**config.mk**
```make
export PLATFORM = sky130hd
export DESIGN_NAME = ps2_rx
export DESIGN_NICKNAME = d
export VERILOG_FILES = /design/src/rtl/ps2_rx.sv
export SDC_FILE = /design/constraint.sdc
export NUM_CORES = 1
export LEC_CHECK = 0
export ABC_CLOCK_PERIOD_IN_PS = 1700
export CAP_MARGIN = 20
export CORE_MARGIN = 3
export CORE_UTILIZATION = 53
export CTS_BUF_LIST = sky130_fd_sc_hd__clkbuf_8
export DETAILED_ROUTE_END_ITERATION = 6
export GPL_ROUTABILITY_DRIVEN = 0
export GPL_TIMING_DRIVEN = 0
export PLACE_DENSITY = 0.85
export RECOVER_POWER = 50
export SLEW_MARGIN = 10
export SYNTH_ARGS = -nofsm -noshare
export SYNTH_HDL_FRONTEND = slang
export SYNTH_SLANG_ARGS = --single-unit
export TNS_END_PERCENT = 50
```
**constraint.sdc**
```tcl
create_clock -name clk -period 1.7 [get_ports clk]
set_input_delay 0.51 -clock clk [delete_from_list [all_inputs] [get_ports clk]]
set_output_delay 0.51 -clock clk [all_outputs]
set_load 0.03 [all_outputs]
```
**src/rtl/ps2_rx.sv**
```systemverilog
// PS/2 device-to-host frame receiver: synchronise, glitch-filter, deserialise 11-bit frames.
// Optional feature: define PS2_RX_PARITY_CHECK_EN to reject frames with bad odd parity.
module ps2_rx #(
  parameter int unsigned FILTER_LEN  = 8,
  parameter int unsigned TIMEOUT_CYC = 48000
) (
  input  logic       clk,
  input  logic       rst_n,
  input  logic       ps2_clk,
  input  logic       ps2_dat,
  output logic [7:0] code,
  output logic       ena,
  output logic       err
);

  localparam int unsigned FCNT_W = $clog2(FILTER_LEN);
  localparam int unsigned TMO_W  = $clog2(TIMEOUT_CYC + 1);

  typedef enum logic [1:0] {IDLE, DATA, PARITY, STOP} state_e;

  logic              clk_s1_q, clk_s2_q, dat_s1_q, dat_s2_q;
  logic              fclk_q, fclk_d;
  logic [FCNT_W-1:0] filt_cnt_q, filt_cnt_d;
  state_e            state_q, state_d;
  logic [2:0]        bit_cnt_q, bit_cnt_d;
  logic [7:0]        shift_q, shift_d;
  logic [TMO_W-1:0]  tmo_q, tmo_d;
  logic [7:0]        code_q, code_d;
  logic              ena_q, ena_d;
  logic              err_q, err_d;
  logic              fall_c;
  logic              par_ok_c;

`ifdef PS2_RX_PARITY_CHECK_EN
  logic              par_q, par_d;
  assign par_ok_c = ^{shift_q, par_q};
`else
  assign par_ok_c = 1'b1;
`endif

  // Filtered clock flips only after FILTER_LEN consecutive opposite samples
  always_comb begin
    fclk_d     = fclk_q;
    filt_cnt_d = '0;
    if (clk_s2_q != fclk_q) begin
      if (filt_cnt_q == FCNT_W'(FILTER_LEN - 1)) begin
        fclk_d = clk_s2_q;
      end else begin
        filt_cnt_d = filt_cnt_q + FCNT_W'(1);
      end
    end
  end

  assign fall_c = fclk_q & ~fclk_d;

  // Frame FSM; a fall always takes priority over the timeout
  always_comb begin
    state_d   = state_q;
    bit_cnt_d = bit_cnt_q;
    shift_d   = shift_q;
    tmo_d     = tmo_q;
    code_d    = code_q;
    ena_d     = 1'b0;
    err_d     = 1'b0;
`ifdef PS2_RX_PARITY_CHECK_EN
    par_d     = par_q;
`endif
    if (fall_c) begin
      tmo_d = '0;
      case (state_q)
        IDLE: begin
          if (!dat_s2_q) begin
            state_d   = DATA;
            bit_cnt_d = '0;
          end
        end
        DATA: begin
          shift_d = {dat_s2_q, shift_q[7:1]};
          if (bit_cnt_q == 3'd7) begin
            state_d = PARITY;
          end else begin
            bit_cnt_d = bit_cnt_q + 3'd1;
          end
        end
        PARITY: begin
`ifdef PS2_RX_PARITY_CHECK_EN
          par_d   = dat_s2_q;
`endif
          state_d = STOP;
        end
        STOP: begin
          if (dat_s2_q && par_ok_c) begin
            code_d = shift_q;
            ena_d  = 1'b1;
          end else begin
            err_d  = 1'b1;
          end
          state_d = IDLE;
        end
        default: state_d = IDLE;
      endcase
    end else if (state_q == IDLE) begin
      tmo_d = '0;
    end else if (tmo_q == TMO_W'(TIMEOUT_CYC)) begin
      state_d = IDLE;
      err_d   = 1'b1;
      tmo_d   = '0;
    end else begin
      tmo_d = tmo_q + TMO_W'(1);
    end
  end

  always_ff @(posedge clk) begin
    if (!rst_n) begin
      clk_s1_q   <= 1'b1;
      clk_s2_q   <= 1'b1;
      dat_s1_q   <= 1'b1;
      dat_s2_q   <= 1'b1;
      fclk_q     <= 1'b1;
      filt_cnt_q <= '0;
      state_q    <= IDLE;
      bit_cnt_q  <= '0;
      shift_q    <= '0;
      tmo_q      <= '0;
      code_q     <= 8'h00;
      ena_q      <= 1'b0;
      err_q      <= 1'b0;
`ifdef PS2_RX_PARITY_CHECK_EN
      par_q      <= 1'b0;
`endif
    end else begin
      clk_s1_q   <= ps2_clk;
      clk_s2_q   <= clk_s1_q;
      dat_s1_q   <= ps2_dat;
      dat_s2_q   <= dat_s1_q;
      fclk_q     <= fclk_d;
      filt_cnt_q <= filt_cnt_d;
      state_q    <= state_d;
      bit_cnt_q  <= bit_cnt_d;
      shift_q    <= shift_d;
      tmo_q      <= tmo_d;
      code_q     <= code_d;
      ena_q      <= ena_d;
      err_q      <= err_d;
`ifdef PS2_RX_PARITY_CHECK_EN
      par_q      <= par_d;
`endif
    end
  end

  assign code = code_q;
  assign ena  = ena_q;
  assign err  = err_q;

endmodule

```
Word level (Yosys, flattened, before mapping)

Cells that the tools add are included.

Muxes and demuxes: 17
Reductions and logical operators: 10
Equality and inequality tests: 11
Bitwise logic cells: 4
Add/sub/neg operators: 3

Operator list:

| operator                | number |
|---|---|
| $add A16 B1 Y16 const B | 1 |
| $eq A16 B16 Y1 const B  | 1 |
| $mux W2                 | 5 |
| $mux W1                 | 8 |
| $pmux W2 S4             | 1 |
| $reduce_and A4 Y1       | 2 |
| $add A3 B1 Y3 const B   | 2 |
| $eq A3 B3 Y1 const B    | 2 |
| $mux W3                 | 2 |
| $ne A2 B2 Y1 const B    | 3 |
| $pmux W3 S2             | 1 |
| $reduce_and A3 Y1       | 2 |
| $eq A2 B2 Y1 const B    | 2 |
| $reduce_bool A2 Y1      | 2 |
| $reduce_or A4 Y1        | 1 |
| $ne A3 B3 Y1 const B    | 1 |
| $not A1 Y1              | 3 |
| $reduce_or A3 Y1        | 1 |
| $eq A2 B1 Y1 const B    | 1 |
| $logic_not A2 Y1        | 1 |
| $reduce_and A2 Y1       | 1 |
| $and A1 B1 Y1           | 1 |
| $ne A1 B1 Y1            | 1 |

Output and inout bits: 10
Register bits: 47

Logic depth before layout (Yosys ltp)

Gate-level depths: netlist of run 1.

Word-level depth: 7
Gate-level depth with buffers: 8

Worst setup path before layout of run 1

Ideal clock, no wire load.

Path kind: register to register
Start: register filt_cnt_q[0]
End: register tmo_q[12]
Slack: -0.151 ns
Setup time: 0.062 ns
Period minus slack after synthesis: 1.851 ns
Stages on the path, launching flop included: 9
Arrival time: 1.789 ns
Path through: dfxtp_1 -> ha_1 -> ha_1 -> and3b_1 -> buf_6 -> or3_1 -> a31o_4 -> buf_12 -> nor2_4

Word-level cells in the longest chain between the ends: 6

Ends and longest elaborated chain:

| what                       | line | RTL |
|---|---|---|
| start, declared            | 23   | `logic [FCNT_W-1:0] filt_cnt_q, filt_cnt_d;` |
| start signal, assigned     | 137  | `filt_cnt_q <= filt_cnt_d;` |
| $eq A3 B3 Y1               | 46   | `if (filt_cnt_q == FCNT_W'(FILTER_LEN - 1)) begin` |
| $mux W1                    | 46   |  |
| $mux W1                    | 45   | `if (clk_s2_q != fclk_q) begin` |
| $not A1 Y1                 | 54   | `assign fall_c = fclk_q & ~fclk_d;` |
| $and A1 B1 Y1              | 54   |  |
| $reduce_or A4 Y1 (no line) | --   |  |
| end signal, assigned       | 141  | `tmo_q <= tmo_d;` |
| end, declared              | 27   | `logic [TMO_W-1:0] tmo_q, tmo_d;` |

No other way between the ends.
A chain may end at the register's enable or synchronous reset.

Final worst setup path of run 1

Start: register filt_cnt_q[0]
End: register bit_cnt_q[0]

Word-level cells in the longest chain between the ends: 6

Ends and longest elaborated chain:

| what                        | line | RTL |
|---|---|---|
| $eq A3 B3 Y1                | 46   |  |
| $mux W1                     | 46   |  |
| $mux W1                     | 45   |  |
| $not A1 Y1                  | 54   |  |
| $and A1 B1 Y1               | 54   |  |
| $reduce_and A4 Y1 (no line) | --   |  |
| end signal, assigned        | 139  | `bit_cnt_q <= bit_cnt_d;` |
| end, declared               | 25   | `logic [2:0] bit_cnt_q, bit_cnt_d;` |

No other way between the ends.

==> metrics.txt, run 1 <==
crit start category register; Most common cell on crit path ha_4; first-pass GRT wire length 6.56 mm; Synth area leaders dfxtp_1 (46%), ha_1 (6.1%), nand2_1 (5.2%); grt ovf 0; initial antenna violation count 0; CTS Sinks 47; Period Utilization, post-route 104%; Post-DRT Antenna Nets 0; pre-CTS setup slack -0.536 ns; Final nets 258; fmax 564 MHz; worst-path cell chain ha_4 > ha_4 > and3b_2 > buf_12 > nand4_1 > or3b_1 > a21oi_2; CP required 1.94 ns; share of cells above drive strength 1 20.8%; flop2flop setup slack -0.07 ns; unrepaired setup endpoints after global routing true; Post-synth top flop dfxtp_1; setup ws final -0.0737 ns; DRT Pass-1 Iters 4; total die area between 4000 and 5000 um^2; PortBufs 13; fin util a little under three quarters; slew at the pin with the worst max-slew slack 0.515 ns; slowest CP cell or3b_1; failing checks negative setup slack; Bufs and invs on worst path 1; cell area after layout 2500 um^2; post-synthesis register bit count 47; H-tree depth 2; Crit Path Class reg2reg; distinct cell type count after synthesis 30; # rows 21; CTS Root Cell clkbuf_8; P per Cell Area approximately 700 nW/um^2; Longest Clk Path Bufs 2; vias 1554; area delta synth->final 22.6%; CP endpoint kind register; Async SR Flop Fraction 0%; hold_ws 0.411 ns; Syn Nets 229; max-cap violations 0; initial DRC count just under 90; Static Leak 0.000976 uW; Worst Clk Skew around 0.0052 ns; syn_area_per_cell 9.47 um^2; top cell type's share of synthesized area 46.2%; chip height 68.0 um; cell accounting for the most synthesized area dfxtp_1; CTS Hold Bufs 0; pin count of the biggest net entering global routing 16; n_diodes 0; worst-skew pair later-pin latency about 0.30 ns; TritonCTS Buffers 5; Starting Density 57.8%; Crit path max-delay family simple AND/OR/NAND/NOR gates; Final Critical Period 1.77 ns; vias in the first global route 1519; Commonest cells post-synth dfxtp_1 (47), nand2_1 (28), nor2_1 (17); Worst-path clk slew 0.09 ns; sequential area share after synthesis 46.2%; most numerous cell in the Yosys netlist dfxtp_1; Max Slew Vio Count 0; EDFF count, synth 0; DRT Wirelength 3.78 mm; Core ar. 3520 um^2; busiest layer in global routing met2; Worst slew margin about 65%; hpwl dp 2.46 mm; Crit Path Max Fanout 5; Mapped Cells 215; Post-route DRC 0; drt via density 5.34; Synth warnings 0; Final Total Pwr approximately 1800 uW; grt met1 use 21.0%; die width ~68 um; Worst EP arrival 2.01 ns; drt wl/cell 13.0 um; gr usage total 19.1%; Setup Viol. Count Final 16; CP max stage delay roughly 0.43 ns; outcome complete, but fails checks; fill count 272; IO Pins 14; Peak supply drop 0.464 mV; met2 Use GR 33.2%; met3 Usage GRT under 10%; CTS tree done; Hold WC Path Type reg2reg; Post-Synthesis Cell Area approximately 2000 um^2; final hold vios 0; dpl cell area 2250 um^2
## layout by cell type (no fill, tap or decap), drive strengths merged, types with 10 or more instances in the layout
| master | Yosys | final |
|---|---|---|
| mux2i | 10 | 10 |
| buf | 3 | 13 |
| ha | 10 | 10 |
| dfxtp | 47 | 47 |
| nand3 | 12 | 12 |
| nand2 | 28 | 28 |
| dlygate4sd2 | 0 | 11 |
| a21oi | 12 | 12 |
| nor2 | 27 | 27 |
| xnor2 | 12 | 12 |
## where the power goes
group          internal, uW  switching, uW  total [uW]
clock network           286            377         663
registers              1100           3.12        1110
logic                  9.75           16.2        26.0
total                  1400            397        1800
## path summary, 6_finish.rpt
| kind | end | depth (start not counted) | from |
|---|---|---|---|
| setup / recovery | bit_cnt_q[0] | 7 | filt_cnt_q[0] |
| hold / removal | clk_s2_q | 1 | clk_s1_q |
| setup reg to reg | bit_cnt_q[0] | 7 | filt_cnt_q[0] |
| hold reg to reg | clk_s2_q | 1 | clk_s1_q |
## what timing repair did
| action | in CTS | in global routing |
|---|---|---|
| buffers inserted | 6 | 3 |
| pin swaps | 13 | 6 |
| hold endpoints to repair | 0 | 0 |
| endpoints found under the setup margin | 34 | 37 |
| gates cloned | 1 | 0 |
| gates resized for setup | 22 | 13 |
## kinds of logic (layout without fill, tap and decap cells)
group | after synthesis | in the layout | synth area share [%]
DFF | 47 | 47 | 46.2
and+or+nand+nor | 103 | 103 | 27.5
AOI/OAI and AO/OA | 15 | 15 | 4.73
buffers and inverters | 15 | 45 | 3.99
xor gates and xnor gates | 15 | 15 | 6.45
muxes | 10 | 10 | 4.92
adders and majority gates | 10 | 10 | 6.15
## state kept, by name (all words and copies together) (netlist names), 2 cells and up
name	cells
bit_cnt_q	3
state_q	2
filt_cnt_q	3
code	8
tmo_q	16
shift_q	8
## stage by stage
step | instances | TNS [ns]
3_3_place_gp | 274 | -11.51
2_1_floorplan | 215 | -0.802
3_5_place_dp | 274 | -12.61
4_1_cts | 289 | -1.70
6_report | 291 | -0.978
5_1_grt | 291 | -1.86
## metal layers
layer | part of all wire (%) | routed length [um] | up-vias
li1 | - | - | 785
met2 | 52 | 1950 | 29
met5 | 0 | 0 | -
met4 | 2.7 | 103 | 0
met1 | 42 | 1600 | 729
met3 | 3.4 | 128 | 11
## area by class of cell
class | instances | area [um^2] | area share [%]
buffer | 5 | 47.5 | 1.90
clock buffer | 5 | 68.8 | 2.76
clock inverter | 3 | 20.0 | 0.802
inverter | 9 | 33.8 | 1.35
multi-input combinational | 153 | 1090 | 43.7
sequential | 47 | 946 | 37.9
tap | 46 | 57.6 | 2.31
timing repair buffer | 23 | 231 | 9.27
Power figures use the tool's default switching activity.
==> run 2, diff against run 1 <==
--- a/config.mk
+++ b/config.mk
@@ -5,7 +5,6 @@
 export SDC_FILE = /design/constraint.sdc
 export NUM_CORES = 1
 export LEC_CHECK = 0
-export ABC_CLOCK_PERIOD_IN_PS = 1700
 export CAP_MARGIN = 20
 export CORE_MARGIN = 3
 export CORE_UTILIZATION = 53
==> results of run 2 <==
No change in the layout: final DEF, timing and power equal those of run 1.
==> run 3, diff against run 2 <==
--- a/config.mk
+++ b/config.mk
@@ -14,6 +14,7 @@
 export GPL_TIMING_DRIVEN = 0
 export PLACE_DENSITY = 0.85
 export RECOVER_POWER = 50
+export REMOVE_ABC_BUFFERS = 1
 export SLEW_MARGIN = 10
 export SYNTH_ARGS = -nofsm -noshare
 export SYNTH_HDL_FRONTEND = slang
==> metrics.txt, run 3 (same netlist as run 1, synthesis figures left out) <==
Crit path max-delay family simple AND/OR/NAND/NOR gates; Static Leak 0.000955 uW (-2.2%); Worst-path clk slew 0.08 ns (about the same); initial DRC count 67 (-23%); Post-route DRC 0 (unchanged); grt ovf 0 (unchanged); worst-skew pair later-pin latency 0.30 ns (about the same); H-tree depth 2 (unchanged); Register Area 946 um^2 (unchanged); Period Utilization, post-route 101% (-3.0 points); die width 68.0 um (unchanged); Longest Clk Path Bufs 2 (unchanged); CP max stage delay 0.36 ns (-0.07 ns); TritonCTS Buffers 5 (unchanged); hpwl dp 2.26 mm (-8.1%); Worst setup endpoint tmo_q[14]; Final Critical Period 1.72 ns (-0.0510 ns); final hold vios 0 (unchanged); Min-Delay Path Depth 1 (unchanged); Hold WC Path Type reg2reg; reg2reg start filt_cnt_q[0]; R2R depth 6 (-1); PortBufs 13 (unchanged); worst-path cell chain ha_4 > ha_4 > and3b_2 > or3_4 > a31o_4 > nor2_4; DRT Pass-1 Iters 4 (unchanged); P per Cell Area 842 nW/um^2 (+17%); IO Pins 14 (unchanged); DRT Wirelength 3.63 mm (-3.9%); Starting Density 57.8% (unchanged); Peak supply drop 0.553 mV (+19%); Crit Path Max Fanout 8 (+3); Max Slew Vio Count 0 (unchanged); CP required 1.94 ns (about the same); vias 1508 (-3.0%); Levels on crit path 6 (-1); CTS Root Cell clkbuf_8; first-pass GRT wire length 5.75 mm (-12%); Crit Path Class reg2reg; Setup crit start filt_cnt_q[0]; fmax 580 MHz (+3.0%); Worst Clk Skew 0.00664 ns (+0.00142 ns); crit start category register; fin util 69.9% (-1.0 points); area delta synth->final 20.8%; max-cap violations 0 (unchanged); gr usage total 16.7% (-2.4 points); r2r endpoint tmo_q[14]; slew at the pin with the worst max-slew slack 0.439 ns (-0.0758 ns); slowest CP cell or3_4; n_diodes 0 (unchanged); CP endpoint kind register; setup_tns -0.136 ns (+0.842 ns); pin count of the biggest net entering global routing 15 (-1); unrepaired setup endpoints after global routing true; Core ar. 3520 um^2 (unchanged); CTS tree done; failing checks negative setup slack; share of cells above drive strength 1 21.6% (+0.76 points); initial antenna violation count 0 (unchanged); total die area 4620 um^2 (unchanged); Multi-input gate area 1100 um^2 (+0.92%); Worst EP arrival 1.96 ns (-0.05 ns); # rows 21 (unchanged); fill count 280 (+2.9%); vias in the first global route 1343 (-12%); Setup Viol. Count Final 12 (-4); max reg flops 16 (unchanged); largest register by flop count tmo_q; Most common cell on crit path ha_4; pre-CTS setup slack -0.869 ns (-0.333 ns); Bufs and invs on worst path 0 (-1); outcome complete, but fails checks; Final nets 254 (-1.6%); commonest cells after routing, fill and taps aside dfxtp_1 (43), nand2_1 (28), nor2_1 (13), xnor2_1 (12), nand3_1 (11); setup ws final -0.0228 ns (+0.0510 ns); hold_ws 0.408 ns (-0.00252 ns); Worst slew margin 70.5% (+5.1 points); flop2flop setup slack -0.02 ns (+0.05 ns); CTS Sinks 47 (unchanged); drt via density 5.25 (-1.6%); drt wl/cell 12.7 um (-2.6%); Post-DRT Antenna Nets 0 (unchanged); most common cell after layout, fill and taps aside dfxtp_1; chip height 68.0 um (unchanged)
-- run 3: metrics by stage --
step	instances	total power [uW]	cell area, um^2
2_1_floorplan	209	1150	1990
3_3_place_gp	268	1160	2180
3_5_place_dp	268	1160	2180
4_1_cts	285	2100	2420
5_1_grt	287	2130	2460
6_report	287	2070	2460
-- run 3: cell type report --
cell class,count,area share (%)
Clock buffer,5,2.80
Clock inverter,3,2.59
Inverter,9,1.53
Multi-Input combinational cell,154,44.8
Sequential cell,47,38.5
Tap cell,46,2.34
Timing Repair Buffer,22,7.32
Timing Repair inverter,1,0.203
-- run 3: worst min path at each step --
stage | from | end | slack [ns]
global route | clk_s1_q | clk_s2_q | 0.42
floorplan | clk_s1_q | clk_s2_q | 0.39
detailed placement | clk_s1_q | clk_s2_q | 0.39
CTS | clk_s1_q | clk_s2_q | 0.41
global placement | clk_s1_q | clk_s2_q | 0.39
finish | clk_s1_q | clk_s2_q | 0.41
-- run 3: metal layers --
layer	up-vias	wire (um)	part of all wire, %	track usage [%]
li1	774	-	-	-
met1	715	1570	43	17.9
met2	15	1900	52	30.0
met3	4	100	2.8	5.42
met4	0	56	1.5	6.70
met5	-	0	0	0
-- run 3: where the power goes --
part           switching (uW)  leakage, uW  internal [uW]
combinational            17.0     0.000504           10.7
sequential               3.28     0.000381           1100
clock                     355    0.0000695            581
-- run 3: what timing repair did --
item / CTS / global route
cloned: 2 / 0
gates resized for setup: 24 / 11
pin swaps: 19 / 4
setup endpoints to repair: 50 / 22
buffers inserted: 7 / 2
hold buffers: 0 / 0
